[src/rtl/stopwatch_lap_timer_pkg.sv]
// Shared types and sizing helpers for the stopwatch/lap timer.
package stopwatch_pkg;

  typedef enum logic [1:0] {
    SW_IDLE = 2'd0,
    SW_RUN  = 2'd1,
    SW_DONE = 2'd2
  } sw_state_e;

  localparam int unsigned DEF_DATA_WIDTH = 16;
  localparam int unsigned DEF_LAP_DEPTH  = 4;

  // Pointer width for a power-of-two lap FIFO depth.
  function automatic int unsigned ptr_width(input int unsigned depth);
    return $clog2(depth);
  endfunction

endpackage

[src/rtl/stopwatch_lap_timer_if.sv]
// Control, count and lap-drain signals of the stopwatch grouped as one bundle.
interface stopwatch_lap_timer_if #(
  parameter int unsigned DATA_WIDTH = 16
);
  logic                  start;
  logic                  stop;
  logic                  clear;
  logic                  lap;
  logic                  down;
  logic [DATA_WIDTH-1:0] max_val;
  logic [DATA_WIDTH-1:0] count;
  logic                  running;
  logic                  terminal;
  logic [DATA_WIDTH-1:0] lap_data;
  logic                  lap_valid;
  logic                  lap_ready;
  logic                  lap_overflow;

  modport master (
    output start, stop, clear, lap, down, max_val, lap_ready,
    input  count, running, terminal, lap_data, lap_valid, lap_overflow
  );

  modport slave (
    input  start, stop, clear, lap, down, max_val, lap_ready,
    output count, running, terminal, lap_data, lap_valid, lap_overflow
  );
endinterface

[src/rtl/stopwatch_lap_timer_lap_fifo.sv]
// Synchronous lap-capture FIFO; head is zero while empty.
module lap_fifo
  import stopwatch_pkg::*;
#(
  parameter int unsigned DW    = 16,
  parameter int unsigned DEPTH = 4
) (
  input  logic          clk,
  input  logic          reset,
  input  logic          flush,
  input  logic          push,
  input  logic          pop,
  input  logic [DW-1:0] din,
  output logic [DW-1:0] dout,
  output logic          full,
  output logic          empty
);
  localparam int unsigned AW = ptr_width(DEPTH);

  logic [DW-1:0] mem [DEPTH];
  logic [AW:0]   wr_ptr;
  logic [AW:0]   rd_ptr;
  logic          pop_ok;
  logic          push_ok;

  assign empty   = (wr_ptr == rd_ptr);
  assign full    = (wr_ptr[AW] != rd_ptr[AW]) && (wr_ptr[AW-1:0] == rd_ptr[AW-1:0]);
  assign pop_ok  = pop && !empty;
  // A pop in the same cycle frees the slot, so a full FIFO still accepts.
  assign push_ok = push && (!full || pop_ok);
  assign dout    = empty ? '0 : mem[rd_ptr[AW-1:0]];

  // Pointer update; flush empties the FIFO and discards same-cycle push/pop.
  always_ff @(posedge clk) begin
    if (reset || flush) begin
      wr_ptr <= '0;
      rd_ptr <= '0;
    end else begin
      if (push_ok) wr_ptr <= wr_ptr + (AW+1)'(1);
      if (pop_ok)  rd_ptr <= rd_ptr + (AW+1)'(1);
    end
  end

  // Storage write; contents are don't-care until covered by the pointers.
  always_ff @(posedge clk) begin
    if (!reset && !flush && push_ok) mem[wr_ptr[AW-1:0]] <= din;
  end
endmodule

[src/rtl/stopwatch_lap_timer.sv]
// Stopwatch/countdown timer with prescaler, runtime limit and lap FIFO.
module stopwatch_lap_timer
  import stopwatch_pkg::*;
#(
  parameter int unsigned DATA_WIDTH = 16,
  parameter int unsigned PRESCALE   = 1,
  parameter int unsigned LAP_DEPTH  = 4,
  parameter int unsigned WRAP       = 1
) (
  input  logic                  clk,
  input  logic                  reset,
  stopwatch_lap_timer_if.slave  bus
);
  localparam int unsigned DW      = DATA_WIDTH;
  localparam int unsigned PW      = (PRESCALE > 1) ? $clog2(PRESCALE) : 1;
  localparam bit          WRAP_EN = (WRAP != 0);

  sw_state_e     state;
  logic [DW-1:0] count;
  logic [PW-1:0] pre_cnt;
  logic          terminal;
  logic          overflow;
  logic          active_c;
  logic          tick_c;
  logic          limit_c;
  logic [DW-1:0] next_count_c;
  logic          fifo_full;
  logic          fifo_empty;

  // Counting proceeds in RUN or on the cycle a start is accepted from IDLE.
  assign active_c = !bus.stop && ((state == SW_RUN) || ((state == SW_IDLE) && bus.start));
  assign tick_c   = active_c && (pre_cnt == PW'(PRESCALE - 1));

  // Next count on a tick and whether that tick wraps or saturates.
  always_comb begin
    next_count_c = count;
    limit_c      = 1'b0;
    if (!bus.down) begin
      if (count >= bus.max_val) begin
        limit_c      = 1'b1;
        next_count_c = WRAP_EN ? '0 : bus.max_val;
      end else begin
        next_count_c = count + DW'(1);
      end
    end else if (count == '0) begin
      limit_c      = 1'b1;
      next_count_c = WRAP_EN ? bus.max_val : '0;
    end else if (count > bus.max_val) begin
      next_count_c = bus.max_val;
    end else begin
      next_count_c = count - DW'(1);
    end
  end

  // State machine, prescaler, counter, terminal pulse and sticky overflow.
  always_ff @(posedge clk) begin
    if (reset || bus.clear) begin
      state    <= SW_IDLE;
      count    <= '0;
      pre_cnt  <= '0;
      terminal <= 1'b0;
      overflow <= 1'b0;
    end else begin
      terminal <= 1'b0;
      // Full FIFO only accepts a lap when the consumer pops the same cycle.
      if (bus.lap && fifo_full && !bus.lap_ready) overflow <= 1'b1;
      if (bus.stop) begin
        if (state == SW_RUN) state <= SW_IDLE;
      end else begin
        if ((state == SW_IDLE) && bus.start) state <= SW_RUN;
        if (active_c) begin
          pre_cnt <= tick_c ? '0 : pre_cnt + PW'(1);
        end
        if (tick_c) begin
          count    <= next_count_c;
          terminal <= limit_c;
          if (limit_c && !WRAP_EN) state <= SW_DONE;
        end
      end
    end
  end

  lap_fifo #(
    .DW    (DW),
    .DEPTH (LAP_DEPTH)
  ) u_lap_fifo (
    .clk   (clk),
    .reset (reset),
    .flush (bus.clear),
    .push  (bus.lap),
    .pop   (bus.lap_ready),
    .din   (count),
    .dout  (bus.lap_data),
    .full  (fifo_full),
    .empty (fifo_empty)
  );

  assign bus.count        = count;
  assign bus.running      = (state == SW_RUN);
  assign bus.terminal     = terminal;
  assign bus.lap_valid    = !fifo_empty;
  assign bus.lap_overflow = overflow;
endmodule
[src/flat_wrapper.sv]
// flat-port wrapper written by rule: the top's interface ports become plain ports
module stopwatch_lap_timer_flat import stopwatch_pkg::*;
#(
  parameter int unsigned DATA_WIDTH = 16,
  parameter int unsigned PRESCALE   = 1,
  parameter int unsigned LAP_DEPTH  = 4,
  parameter int unsigned WRAP       = 1
)
  (clk, reset, bus_start, bus_stop, bus_clear, bus_lap, bus_down, bus_max_val, bus_lap_ready, bus_count, bus_running, bus_terminal, bus_lap_data, bus_lap_valid, bus_lap_overflow);
  stopwatch_lap_timer_if #(.DATA_WIDTH(DATA_WIDTH)) bus_i ();
  input  logic clk;
  input  logic reset;
  input wire logic [$bits(bus_i.start)-1:0] bus_start;
  input wire logic [$bits(bus_i.stop)-1:0] bus_stop;
  input wire logic [$bits(bus_i.clear)-1:0] bus_clear;
  input wire logic [$bits(bus_i.lap)-1:0] bus_lap;
  input wire logic [$bits(bus_i.down)-1:0] bus_down;
  input wire logic [$bits(bus_i.max_val)-1:0] bus_max_val;
  input wire logic [$bits(bus_i.lap_ready)-1:0] bus_lap_ready;
  output wire logic [$bits(bus_i.count)-1:0] bus_count;
  output wire logic [$bits(bus_i.running)-1:0] bus_running;
  output wire logic [$bits(bus_i.terminal)-1:0] bus_terminal;
  output wire logic [$bits(bus_i.lap_data)-1:0] bus_lap_data;
  output wire logic [$bits(bus_i.lap_valid)-1:0] bus_lap_valid;
  output wire logic [$bits(bus_i.lap_overflow)-1:0] bus_lap_overflow;
  assign bus_i.start = bus_start;
  assign bus_i.stop = bus_stop;
  assign bus_i.clear = bus_clear;
  assign bus_i.lap = bus_lap;
  assign bus_i.down = bus_down;
  assign bus_i.max_val = bus_max_val;
  assign bus_i.lap_ready = bus_lap_ready;
  assign bus_count = bus_i.count;
  assign bus_running = bus_i.running;
  assign bus_terminal = bus_i.terminal;
  assign bus_lap_data = bus_i.lap_data;
  assign bus_lap_valid = bus_i.lap_valid;
  assign bus_lap_overflow = bus_i.lap_overflow;
  stopwatch_lap_timer #(.DATA_WIDTH(DATA_WIDTH), .PRESCALE(PRESCALE), .LAP_DEPTH(LAP_DEPTH), .WRAP(WRAP)) u_core (.clk(clk), .reset(reset), .bus(bus_i));
endmodule
[config.mk]
export PLATFORM = sky130hd
export DESIGN_NAME = stopwatch_lap_timer_flat
export DESIGN_NICKNAME = d
export VERILOG_FILES = /design/src/rtl/stopwatch_lap_timer_pkg.sv /design/src/rtl/stopwatch_lap_timer_if.sv /design/src/rtl/stopwatch_lap_timer_lap_fifo.sv /design/src/rtl/stopwatch_lap_timer.sv /design/src/flat_wrapper.sv
export SDC_FILE = /design/constraint.sdc
export NUM_CORES = 1
export LEC_CHECK = 0
export CORE_MARGIN = 3
export CORE_UTILIZATION = 30
export DETAILED_ROUTE_END_ITERATION = 10
export SYNTH_ARGS = -nofsm -noshare
export SYNTH_HDL_FRONTEND = slang
export SYNTH_HIERARCHICAL = 1
export SYNTH_SLANG_ARGS = --single-unit
[constraint.sdc]
create_clock -name clk -period 3.43 [get_ports clk]
set_input_delay 0.686 -clock clk [delete_from_list [all_inputs] [get_ports clk]]
set_output_delay 0.686 -clock clk [all_outputs]
set_load 0.05 [all_outputs]
=== Word level (Yosys, flattened, before mapping) ===
Memory sizes are Yosys's and may differ from the RTL's. A register that Yosys moved wholly into a read port is not among the register bits.
Cells that the tools add are included.
Widths: inputs -> output; s select.

* Register bits: 27
* Bits in latches: 0
* RAM bits: 64
* ROM bits: 0
* Logic and storage cells: 65
* Memories: 1

{| class="wikitable"
|+ Memory list
! memory !! words !! bits a word !! rd ports !! clocked after memory_dff !! wr ports !! RTL line !! RTL
|-
| u_core.u_lap_fifo.mem || 4 || 16 || 1 || 1 || 1 || stopwatch_lap_timer_lap_fifo.sv:20 || <nowiki>logic [DW-1:0] mem [DEPTH];</nowiki>
|}

* Add/sub/neg operators: 5
* Multipliers: 0
* Div/mod/pow operators: 0
* Order comparisons: 2
* Eq/ne operators: 5
* Shift-type cells: 0
* Mux-type cells: 16
* Bitwise gates (word level): 3
* Reductions and logical operators: 26

{| class="wikitable"
|+ Operator list
! cell !! count
|-
| $mux 16 || 5
|-
| $add 16x1->16 const B || 1
|-
| $ge 16x16->1 || 1
|-
| $gt 16x16->1 || 1
|-
| $logic_not 16->1 || 1
|-
| $sub 16x1->16 const B || 1
|-
| $logic_and 1x1->1 || 10
|-
| $mux 2 || 5
|-
| $add 3x1->3 const B || 2
|-
| $logic_not 1->1 || 6
|-
| $mux 1 || 6
|-
| $reduce_and 2->1 || 3
|-
| $eq 3x3->1 || 1
|-
| $logic_or 1x1->1 || 3
|-
| $not 1->1 || 3
|-
| $reduce_or 3->1 || 1
|-
| $eq 2x1->1 const B || 1
|-
| $eq 2x2->1 || 1
|-
| $logic_not 2->1 || 1
|-
| $ne 2x1->1 const B || 1
|-
| $reduce_bool 2->1 || 1
|-
| $add 1x1->1 const B || 1
|-
| $ne 1x1->1 || 1
|}

=== Depth between registers and ports, before layout ===
Gate-level depths: netlist of run 1.

* Depth in word-level cells: 8
* Depth in mapped cells: 11
* Gate-level depth less buffers: 9

=== Hierarchy ===
Netlist of run 1, hierarchy kept.

{| class="wikitable"
|+ By module, submodules not included
! module !! times used !! cells each !! area each (um^2)
|-
| lap_fifo || 1 || 160 || 2952.8
|-
| stopwatch_lap_timer || 1 || 283 || 2053.2
|}

=== Least setup slack after synthesis of run 1 ===
OpenSTA, ideal clock, no wires.

* Path type: input to register
* Start: input port bus_clear
* End: memory u_core.u_lap_fifo.mem[0][0] (enable)
* Setup time: 0.409 ns
* Data arrival time: 2.423 ns
* Setup slack: 0.598 ns
* Cell stages on the path: 3
* Path buffers: 0
* Cell sequence: nor2_1 > o41ai_2 > nor3_1

* Longest elaborated chain between the ends: 5

{| class="wikitable"
|+ RTL lines
! element !! RTL line !! RTL
|-
| from (decl) || flat_wrapper.sv:15 || <nowiki>input wire logic [$bits(bus_i.clear)-1:0] bus_clear;</nowiki>
|-
| $logic_not 1->1 || stopwatch_lap_timer_lap_fifo.sv:46 || <nowiki>if (!reset && !flush && push_ok) mem[wr_ptr[AW-1:0]] <= din;</nowiki>
|-
| $logic_and 1x1->1 (2 in a row) || stopwatch_lap_timer_lap_fifo.sv:46 ||
|-
| $mux 1 || stopwatch_lap_timer_lap_fifo.sv:46 ||
|-
| $mux 1 (implied by the code) || stopwatch_lap_timer_lap_fifo.sv:46 ||
|-
| to (decl) || stopwatch_lap_timer_lap_fifo.sv:20 ||
|}

No other way between the ends.

=== Final worst setup path of run 1 ===
* Start: input port bus_max_val[11]
* End: register u_core.count[4] (netlist: u_core/bus.count[4])

* Longest elaborated chain between the ends: 4
* Elaborated cells on any way between the ends: 6
* Classes of those cells: 2 x order compare; 4 x mux

{| class="wikitable"
|+ RTL lines
! element !! RTL line !! RTL
|-
| from (decl) || flat_wrapper.sv:18 || <nowiki>input wire logic [$bits(bus_i.max_val)-1:0] bus_max_val;</nowiki>
|-
| $gt 16x16->1 || stopwatch_lap_timer.sv:48 || <nowiki>end else if (count > bus.max_val) begin</nowiki>
|-
| $mux 16 || stopwatch_lap_timer.sv:48 ||
|-
| $mux 16 || stopwatch_lap_timer.sv:45 || <nowiki>end else if (count == '0) begin</nowiki>
|-
| $mux 16 * || stopwatch_lap_timer.sv:38 || <nowiki>if (!bus.down) begin</nowiki>
|-
| to (signal assigned) || stopwatch_lap_timer.sv:75 || <nowiki>count <= next_count_c;</nowiki>
|-
| to (decl) || stopwatch_lap_timer.sv:19 || <nowiki>logic [DW-1:0] count;</nowiki>
|}

Every way passes the cells marked *; elsewhere a longest branch is shown, timed or not.
A chain may end at the register's enable or synchronous reset.

==> impl_metrics.py, run 1 <==
metrics = {
    "status": {
        "status": "finished clean",
    },
    "clock_tree": {
        "htreeDepth": 3,
        "clock-sinks": 92,
        "cts.clk_slew.worst_paths_ps": 70,
        "ctsHoldBuffers": 0,
        "tritoncts": "done",
        "numCtsBuffers": 9,
        "cts_root_buffer": "clkbuf_16",
        "post_cts_buffers": 0,
        "insertion_delay_ps": 340,
        "cts_resized": 0,
        "cts.path.max_buffers": 2,
    },
    "critical_path": {
        "startpoint_type": "primary input",
        "rr_startpoint": "u_core/bus.count[9]",
        "cp.required_ps": 3650,
        "cp_max_fo": 8,
        "end_kind": "flip-flop",
        "r2r-end": "u_core/bus.count[4]",
        "worstSetupPathType": "in2reg",
        "rrSetupSlack_ps": 540,
        "startpoint": "bus_max_val[11]",
        "cp_data_arrival_time_ps": 3380,
        "cp-endpoint": "u_core/bus.count[4]",
        "r2r_cells": 8,
    },
    "logic_synthesis": {
        "synth_edf_count": 64,
        "synth_cell_types": 60,
        "synth_top_cell_by_area": "edfxtp_1",
        "syn_area_sq_um": 5010,
        "synth.top_cell.area_share": 0.384,
        "syn_nets": 491,
        "ys_ff_latch": 92,
        "avgSynthCellArea_sq_um": 11.3,
        "yosysWarningCount": 6,
        "synthTopCellsByArea": "edfxtp_1 (38%), dfxtp_1 (11%), mux4_2 (7.2%)",
        "synthArstFlopShare": 0,
        "synth_ff_type": "edfxtp_1",
        "synth_seq_area_share": 0.496,
        "synthCells": 443,
    },
    "timing": {
        "setup_violations": 0,
        "worst_slew_pin_slew_ps": 670,
        "slew_viol_final": 0,
        "period_needed_ps": 3160,
        "fin_crit_sh": 0.921,
        "fmax_mhz": 317,
        "final-hold-violation-count": 0,
        "timing.final.ws_setup_ps": 272,
        "rsz0062_at_grt": "false",
        "maxSlewHeadroom": 0.552,
        "fin_skew_ps": 5.44,
        "tns_ps": 0,
    },
    "floorplanning": {
        "io_pins": 60,
        "rows": 46,
        "dieArea_sq_um": 18300,
        "start_util": 0.311,
        "die_h_um": 135,
        "fp.dieW_um": 135,
        "core_area_sq_um": 16100,
    },
    "detailed_routing": {
        "vias": 3923,
        "drc_errors": 0,
        "wirelength_mm": 13.4,
        "drtIter0Drc": 338,
        "routedWlPerCell_um": 18.0,
        "antenna_left": 0,
        "viasPerCell": 5.29,
        "dr.pass1.iters": 5,
    },
    "placement": {
        "gp_congestion": 0.898,
        "place_area_sq_um": 5990,
        "io_buffers": 59,
        "pre_cts_slack_ps": 17.3,
        "dp_hpwl_mm": 9.33,
    },
    "layout": {
        "area_growth_pct": 25.7,
        "diodes": 0,
        "final_common_cell": "edfxtp_1",
        "final_cell_mix": "edfxtp_1 (64), clkdlybuf4s50_1 (59), buf_4 (33)",
        "finalInstanceArea_sq_um": 6290,
        "final_layout_size_suffix_gt1_frac": 0.152,
        "final_nets": 569,
    },
    "global_routing": {
        "grt_pass1_wl_mm": 21.1,
        "groute.usage.overall": 0.148,
        "grt.overflow.total": 0,
        "grt_max_degree": 19,
        "antenna_found_initial": 0,
        "grt_pass1_vias": 3838,
    },
    "run": {
        "drv_cap": 0,
    },
    "power": {
        "max-vdd-ir-drop_v": 0.000248,
        "pwr_density_cell_nw_per_um2": 434,
        "finalPower_w": 0.00273,
        "p_leak_nw": 2.21,
    },
    "hold_path": {
        "hold_path.class": "reg2reg",
    },
}
[layout make-up]
cell class,count,area [sq um]
inverters,30,113
clock inverters,7,80.1
multi-input cells,296,2290
well taps,216,270
fillers,1559,9820
clock buffers,9,225
repair buffers,92,838
flip-flops and latches,92,2480
[worst min-delay path by stage]
stage / from / slack [ps] / endpoint / cells after the start
after CTS: u_core/pre_cnt / 500 / u_core/pre_cnt / 1
after global placement: u_core/bus.lap_overflow / 460 / u_core/bus.lap_overflow / 2
after detailed placement: u_core/bus.lap_overflow / 480 / u_core/bus.lap_overflow / 2
after floorplan: u_core/pre_cnt / 470 / u_core/pre_cnt / 1
final: u_core/pre_cnt / 500 / u_core/pre_cnt / 1
after global routing: u_core/pre_cnt / 520 / u_core/pre_cnt / 1
[kinds of logic after synthesis]
| family | count (synthesis) | share of synthesized area |
|---|---|---|
| simple gates | 139 | 0.150 |
| xor+xnor | 17 | 0.0312 |
| compound gates | 94 | 0.128 |
| fa+ha+maj | 24 | 0.0600 |
| buf+inv | 55 | 0.0505 |
| mux | 22 | 0.0840 |
| flops | 92 | 0.496 |
[synth_stat cells, drive strengths merged (6+ instances only)]
cell type and count:
dfxtp 28, nand2 31, a211oi 8, a21oi 24
clkbuf 12, nor3 24, o21ai 14, mux4 16
nand3 14, nor2b 21, edfxtp 64, xor2 7
xnor2 10, nor2 14, buf 13, inv 30
a31oi 10, ha 24, and3 6, nand4 7
mux2i 6
[power breakdown]
part | internal (W) | switching, W | total [W] | leakage, nW
registers | 0.00120 | 0.0000132 | 0.00121 | 0.757
clock network | 0.000575 | 0.000443 | 0.00102 | 0.143
logic | 0.000188 | 0.000314 | 0.000501 | 1.31
[state kept, by name (all words and copies together) (netlist names), named ones only]
signal and flops:
u_core/bus.count 16, u_core/bus.lap_overflow 1, u_core/bus.terminal 1, u_core/pre_cnt 1, u_core/state 1, u_core/u_lap_fifo/mem 64, u_core/u_lap_fifo/rd_ptr 3, u_core/u_lap_fifo/wr_ptr 3
[per-layer routing]
layer | GRT usage | up-vias | wire length (um)
met5 | 0 | - | 0
met4 | 0.0689 | 0 | 436
met3 | 0.0227 | 31 | 796
met2 | 0.239 | 184 | 6400
met1 | 0.196 | 1871 | 5750
li1 | - | 1837 | -
[through the flow]
stage	hold WS (ps)	std cells	utilization
6_report	495	742	0.391
5_1_grt	521	742	0.391
4_1_cts	499	742	0.391
3_5_place_dp	483	726	0.372
3_3_place_gp	464	726	0.372
2_1_floorplan	468	443	-
[worst max-delay path, cell delays in order]
cell and delay, ps:
clkdlybuf4s50_1 460, inv_1 60, ha_1 310, a21oi_1 230, o21bai_1 110, nor3_1 380, a22oi_2 220, or4b_2 700
o2111ai_1 140, a21oi_1 90
Power figures use the tool's default switching activity.
==> inputs of run 2 (changes only) <==
Settings changed: SYNTH_HIERARCHICAL 1 to default.
==> run 2 against run 1 <==
Compared with the run above: register-to-register slack got worse by 20 ps; total power fell by 0.41%; setup slack improved by 7.2 ps.
==> impl_metrics.py, run 2 <==
metrics = {
    "status": {
        "status": "finished clean",
    },
    "timing": {
        "fin_skew_ps": 13.5,
        "final-hold-violation-count": 0,
        "rsz0062_at_grt": "false",
        "setup_violations": 0,
        "timing.final.ws_setup_ps": 280,
        "worst_hold_slack_ps": 469,
        "tns_ps": 0,
        "worst_slew_pin_slew_ps": 693,
        "slew_viol_final": 0,
        "maxSlewHeadroom": 0.526,
        "period_needed_ps": 3150,
        "fin_crit_sh": 0.918,
        "fmax_mhz": 317,
    },
    "critical_path": {
        "r2r_cells": 9,
        "crit_top_cell": "buf_4",
        "cp.required_ps": 3690,
        "rr_startpoint": "u_core.bus.count[15]",
        "cp_max_fo": 8,
        "cp_top_family": "simple AND/OR/NAND/NOR gates",
        "rrSetupSlack_ps": 520,
        "cp_num_buf_inv": 4,
        "r2r-end": "u_core.bus.count[10]",
        "startpoint_type": "primary input",
        "slowest_delay_ps": 500,
        "cp_data_arrival_time_ps": 3420,
        "worstSetupPathType": "in2reg",
        "cp_cell_sequence": "clkdlybuf4s50_1, inv_1, ha_1, nand4_1, nor4_1, a21boi_1, o41ai_2, buf_4, nand2_1, buf_4, nand3_1, a31oi_1",
        "critPathSlowestCell": "nor4_1",
        "end_kind": "flip-flop",
    },
    "detailed_routing": {
        "antenna_left": 0,
        "vias": 3550,
        "dr.pass1.iters": 4,
        "routedWlPerCell_um": 16.3,
        "viasPerCell": 5.01,
        "wirelength_mm": 11.5,
        "drtIter0Drc": 292,
        "drc_errors": 0,
    },
    "layout": {
        "final_layout_size_suffix_gt1_frac": 0.139,
        "largest_reg_flops": 64,
        "final_nets": 541,
        "instances_no_fill": 709,
        "final_common_cell": "edfxtp_1",
        "fillers": 1505,
        "final_cell_mix": "edfxtp_1 (64), clkdlybuf4s50_1 (59), dfxtp_1 (28)",
        "diodes": 0,
        "area_growth_pct": 26.5,
    },
    "clock_tree": {
        "insertion_delay_ps": 350,
        "numCtsBuffers": 9,
        "post_cts_buffers": 0,
        "ctsHoldBuffers": 0,
        "clock-sinks": 92,
        "tritoncts": "done",
        "cts.path.max_buffers": 2,
        "cts_root_buffer": "clkbuf_16",
        "htreeDepth": 3,
        "cts_resized": 0,
        "cts.clk_slew.worst_paths_ps": 70,
    },
    "global_routing": {
        "use_met2": 0.221,
        "groute.usage.overall": 0.134,
        "grt_util_met3": 0.0221,
        "grt_pass1_vias": 3581,
        "grt.met1_usage": 0.177,
        "grt_max_degree": 26,
        "antenna_found_initial": 0,
        "grt_pass1_wl_mm": 18.7,
        "grt.overflow.total": 0,
        "top_usage_layer": "met2",
    },
    "logic_synthesis": {
        "synthCells": 419,
        "ys_ff_latch": 92,
        "synth_cell_types": 52,
        "syn_nets": 467,
        "synth_seq_area_share": 0.517,
        "synth_top_cell_by_area": "edfxtp_1",
        "synth.top_cell.area_share": 0.400,
        "synth_common_cells": "edfxtp_1 (64), dfxtp_1 (28), nand3_1 (25)",
        "yosysWarningCount": 0,
        "avgSynthCellArea_sq_um": 11.5,
        "synth.most_common_cell": "edfxtp_1",
        "syn_area_sq_um": 4800,
        "synth_ff_type": "edfxtp_1",
        "synthTopCellsByArea": "edfxtp_1 (40%), dfxtp_1 (12%), mux4_2 (7.5%)",
        "synthArstFlopShare": 0,
        "synth_edf_count": 64,
    },
    "floorplanning": {
        "start_util": 0.311,
        "die_h_um": 133,
        "io_pins": 60,
        "rows": 45,
        "fp.dieW_um": 133,
        "core_area_sq_um": 15400,
        "dieArea_sq_um": 17600,
    },
    "power": {
        "power.net_switching_w": 0.000792,
        "swShare": 0.291,
        "p_leak_nw": 2.07,
        "clkPwrFrac": 0.365,
        "p_int_w": 0.00193,
        "pwr_density_cell_nw_per_um2": 448,
        "p_seq_frac": 0.449,
        "max-vdd-ir-drop_v": 0.000306,
        "comb_power_share": 0.187,
    },
    "run": {
        "drv_cap": 0,
    },
    "placement": {
        "pre_cts_slack_ps": -58.8,
        "dp_hpwl_mm": 8.21,
        "io_buffers": 59,
        "placed_cells": 693,
        "gp_congestion": 0.836,
    },
    "hold_path": {
        "hold_depth": 2,
        "min_to": "u_core.bus.lap_overflow",
        "hp-start": "u_core.bus.lap_overflow",
        "hold_path.class": "reg2reg",
    },
}
==> run 2: cell types whose count changed after synthesis, sizes merged, moves of 8 or more <==
cell   change
nand2     -11
nand3     +11
nor2      +11
nor3      -11
a22oi      +8
inv        -8
==> run 2: power by group through the flow <==
stage	registers, W	clock network (W)	logic [W]
after detailed placement	0.00125	0	0.000505
after global routing	0.00122	0.00105	0.000551
after global placement	0.00124	0	0.000502
after floorplan	0.00127	0	0.000300
final	0.00122	0.000992	0.000508
after CTS	0.00122	0.00101	0.000507
==> run 2: final cells by class <==
cell class / count / area (sq um) / area share
multi-input combinational: 282 / 2140 / 0.352
sequential: 92 / 2480 / 0.408
clock buffer: 9 / 225 / 0.0371
clock inverter: 7 / 77.6 / 0.0128
inverter: 22 / 82.6 / 0.0136
tap: 211 / 264 / 0.0434
timing repair buffer: 86 / 806 / 0.133
==> run 2: worst max path at each step <==
stage	from	endpoint	slack, ps	depth (start not counted)
finish	bus_max_val[13]	u_core.bus.count[9]	280	12
global route	bus_max_val[14]	u_core.bus.count[5]	20	11
CTS	bus_max_val[13]	u_core.bus.count[9]	280	12
detailed placement	bus_max_val[13]	u_core.bus.count[9]	-60	12
global placement	bus_max_val[13]	u_core.bus.count[12]	-50	11
floorplan	u_core.bus.count[13]	u_core.bus.count[10]	310	10
==> run 2: worst min-delay path: stages, from the launching register on <==
cell     delay, ps
dfxtp_1        330
a21oi_1         40
nor2_1          70
==> run 2: through the flow <==
step                utilization  power, W  instance area (sq um)
finish                    0.394   0.00272                   6080
global route              0.394   0.00283                   6080
CTS                       0.394   0.00274                   6080
detailed placement        0.374   0.00175                   5770
global placement          0.374   0.00175                   5770
floorplan                     -   0.00157                   4800
==> run 2: kinds of logic (layout without fill, tap and decap cells) <==
family / count (synthesis) / after routing / synth area share
AOI/OAI and AO/OA: 72 / 72 / 0.0940
xor gates and xnor gates: 19 / 19 / 0.0346
adders and majority gates: 24 / 24 / 0.0625
DFF: 92 / 92 / 0.517
muxes: 19 / 19 / 0.0813
buffers and inverters: 45 / 124 / 0.0388
and+or+nand+nor: 148 / 148 / 0.172
==> run 2: metal layers <==
layer  part of all wire  vias to the layer above
li1                   -                     1706
met1               0.45                     1744
met2               0.48                       90
met3              0.049                       10
met4              0.013                        0
met5                  0                        -
==> inputs of run 3 (changes only) <==
Settings changed: CORE_MARGIN 3 to default, DONT_BUFFER_PORTS from default to 1, PLACE_DENSITY from default to 0.48.
==> run 3 against run 2 <==
Compared with the run above: via count decreased by 5.0%; clock skew decreased by 3.5 ps; maximum frequency increased by 13%; count of clock-buffer cells in the layout unchanged; hold slack improved by 22 ps; critical endpoint is now u_core.bus.count[13].
==> impl_metrics.py, run 3 (synthesis results as in run 2) <==
metrics = {
    "timing": {
        "tns_ps": 0,
        "fmax_mhz": 359,
        "fin_skew_ps": 10.0,
        "period_needed_ps": 2790,
        "final-hold-violation-count": 0,
        "fin_crit_sh": 0.812,
        "setup_violations": 0,
        "maxSlewHeadroom": 0.437,
        "worst_slew_pin_slew_ps": 844,
        "rsz0062_at_grt": "false",
        "slew_viol_final": 0,
        "timing.final.ws_setup_ps": 644,
    },
    "clock_tree": {
        "cts_root_buffer": "clkbuf_16",
        "cts_resized": 0,
        "tritoncts": "done",
        "clock-sinks": 92,
        "insertion_delay_ps": 340,
        "cts.clk_slew.worst_paths_ps": 70,
        "ctsHoldBuffers": 0,
        "numCtsBuffers": 9,
        "htreeDepth": 3,
        "cts.path.max_buffers": 2,
        "post_cts_buffers": 0,
    },
    "layout": {
        "final_cell_mix": "edfxtp_1 (64), buf_4 (42), dfxtp_1 (28)",
        "finalInstanceArea_sq_um": 5600,
        "final_nets": 497,
        "instances_no_fill": 664,
        "fillers": 1561,
        "final_common_cell": "edfxtp_1",
        "final_layout_size_suffix_gt1_frac": 0.183,
        "diodes": 0,
        "area_growth_pct": 16.6,
        "largest_reg_flops": 64,
    },
    "status": {
        "status": "finished clean",
    },
    "power": {
        "p_int_w": 0.00198,
        "pwr_density_cell_nw_per_um2": 485,
        "p_leak_nw": 1.94,
        "p_seq_frac": 0.446,
        "comb_power_share": 0.163,
        "finalPower_w": 0.00272,
        "swShare": 0.270,
        "max-vdd-ir-drop_v": 0.000239,
        "power.net_switching_w": 0.000733,
        "clkPwrFrac": 0.390,
    },
    "detailed_routing": {
        "routedWlPerCell_um": 18.0,
        "viasPerCell": 5.08,
        "wirelength_mm": 11.9,
        "dr.pass1.iters": 4,
        "vias": 3373,
        "drc_errors": 0,
        "drtIter0Drc": 326,
        "antenna_left": 0,
    },
    "critical_path": {
        "r2r_cells": 8,
        "cp_cell_sequence": "inv_1, ha_1, nand4_1, nor2_1, or3_1, or4_1, nor2_2, a22oi_1, o22ai_1",
        "startpoint_type": "primary input",
        "cp.required_ps": 3690,
        "rr_startpoint": "u_core.bus.count[8]",
        "end_kind": "flip-flop",
        "cp_max_fo": 9,
        "r2r-end": "u_core.bus.count[13]",
        "slowest_delay_ps": 570,
        "rrSetupSlack_ps": 680,
        "critPathSlowestCell": "or4_1",
        "worstSetupPathType": "in2reg",
        "cp_data_arrival_time_ps": 3050,
    },
    "global_routing": {
        "grt.overflow.total": 0,
        "grt_pass1_wl_mm": 19.2,
        "antenna_found_initial": 0,
        "grt_pass1_vias": 3412,
        "grt_max_degree": 28,
        "groute.usage.overall": 0.156,
    },
    "floorplanning": {
        "rows": 45,
        "core_area_sq_um": 15400,
        "start_util": 0.311,
        "io_pins": 60,
        "dieArea_sq_um": 16500,
        "die_h_um": 129,
        "fp.dieW_um": 129,
    },
    "placement": {
        "gp_congestion": 0.874,
        "placed_cells": 649,
        "pre_cts_slack_ps": 313,
        "dp_hpwl_mm": 8.20,
        "place_area_sq_um": 5280,
        "io_buffers": 0,
    },
    "hold_path": {
        "hold_path.class": "in2reg",
        "hold_depth": 2,
        "min_to": "u_core.bus.lap_overflow",
        "hp-start": "bus_lap",
    },
    "run": {
        "drv_cap": 0,
    },
}
run 3: changes by cell type in the layout (fill, tap and decap cells not counted):
cell,delta
clkinv_4,+1
clkinv_8,-1
inv_8,-4
buf_4,+16
buf_12,-1
clkinv_2,+1
clkdlybuf4s50_1,-59
bufinv_16,+2
run 3: metrics by stage:
step | utilization | hold slack [ps]
3_5_place_dp | 0.342 | 485
2_1_floorplan | - | 468
6_report | 0.363 | 491
4_1_cts | 0.363 | 484
5_1_grt | 0.363 | 498
3_3_place_gp | 0.342 | 479
run 3: how the worst max path moves through the flow:
stage / startpoint / to / cells after the start / slack (ps)
2_1_floorplan: u_core.bus.count[13] / u_core.bus.count[10] / 10 / 310
3_3_place_gp: bus_max_val[11] / u_core.bus.count[13] / 9 / 300
3_5_place_dp: bus_max_val[13] / u_core.bus.count[13] / 9 / 310
4_1_cts: bus_max_val[13] / u_core.bus.count[13] / 9 / 660
5_1_grt: bus_max_val[13] / u_core.bus.count[6] / 10 / 440
6_report: bus_max_val[13] / u_core.bus.count[13] / 9 / 640
run 3: worst max-delay path: cells and delay by family:
| kind | cells | cell delay (ps) |
|---|---|---|
| buf+inv | 1 | 40 |
| compound gates | 2 | 380 |
| fa+ha+maj | 1 | 290 |
| simple gates | 5 | 1650 |
run 3: metal layers:
layer | vias to the layer above | part of all wire | global-route usage
met5 | - | 0 | 0
met4 | 0 | 0.019 | 0.0713
met3 | 15 | 0.059 | 0.0299
met2 | 100 | 0.47 | 0.257
met1 | 1637 | 0.45 | 0.199
li1 | 1621 | - | -
run 3: layout make-up:
class,count,area [sq um],area share
inverter,22,82.6,0.0147
clock buffer,9,225,0.0402
clock inverter,6,90.1,0.0161
multi-input combinational,282,2140,0.382
timing repair buffer,42,315,0.0563
sequential,92,2480,0.443
tap,211,264,0.0472
run 3: power by group through the flow:
stage | Clock [W] | Combinational, W | Sequential (W)
2_1_floorplan | 0 | 0.000300 | 0.00127
3_3_place_gp | 0 | 0.000443 | 0.00124
3_5_place_dp | 0 | 0.000443 | 0.00124
4_1_cts | 0.00109 | 0.000446 | 0.00121
5_1_grt | 0.00114 | 0.000487 | 0.00121
6_report | 0.00106 | 0.000443 | 0.00121
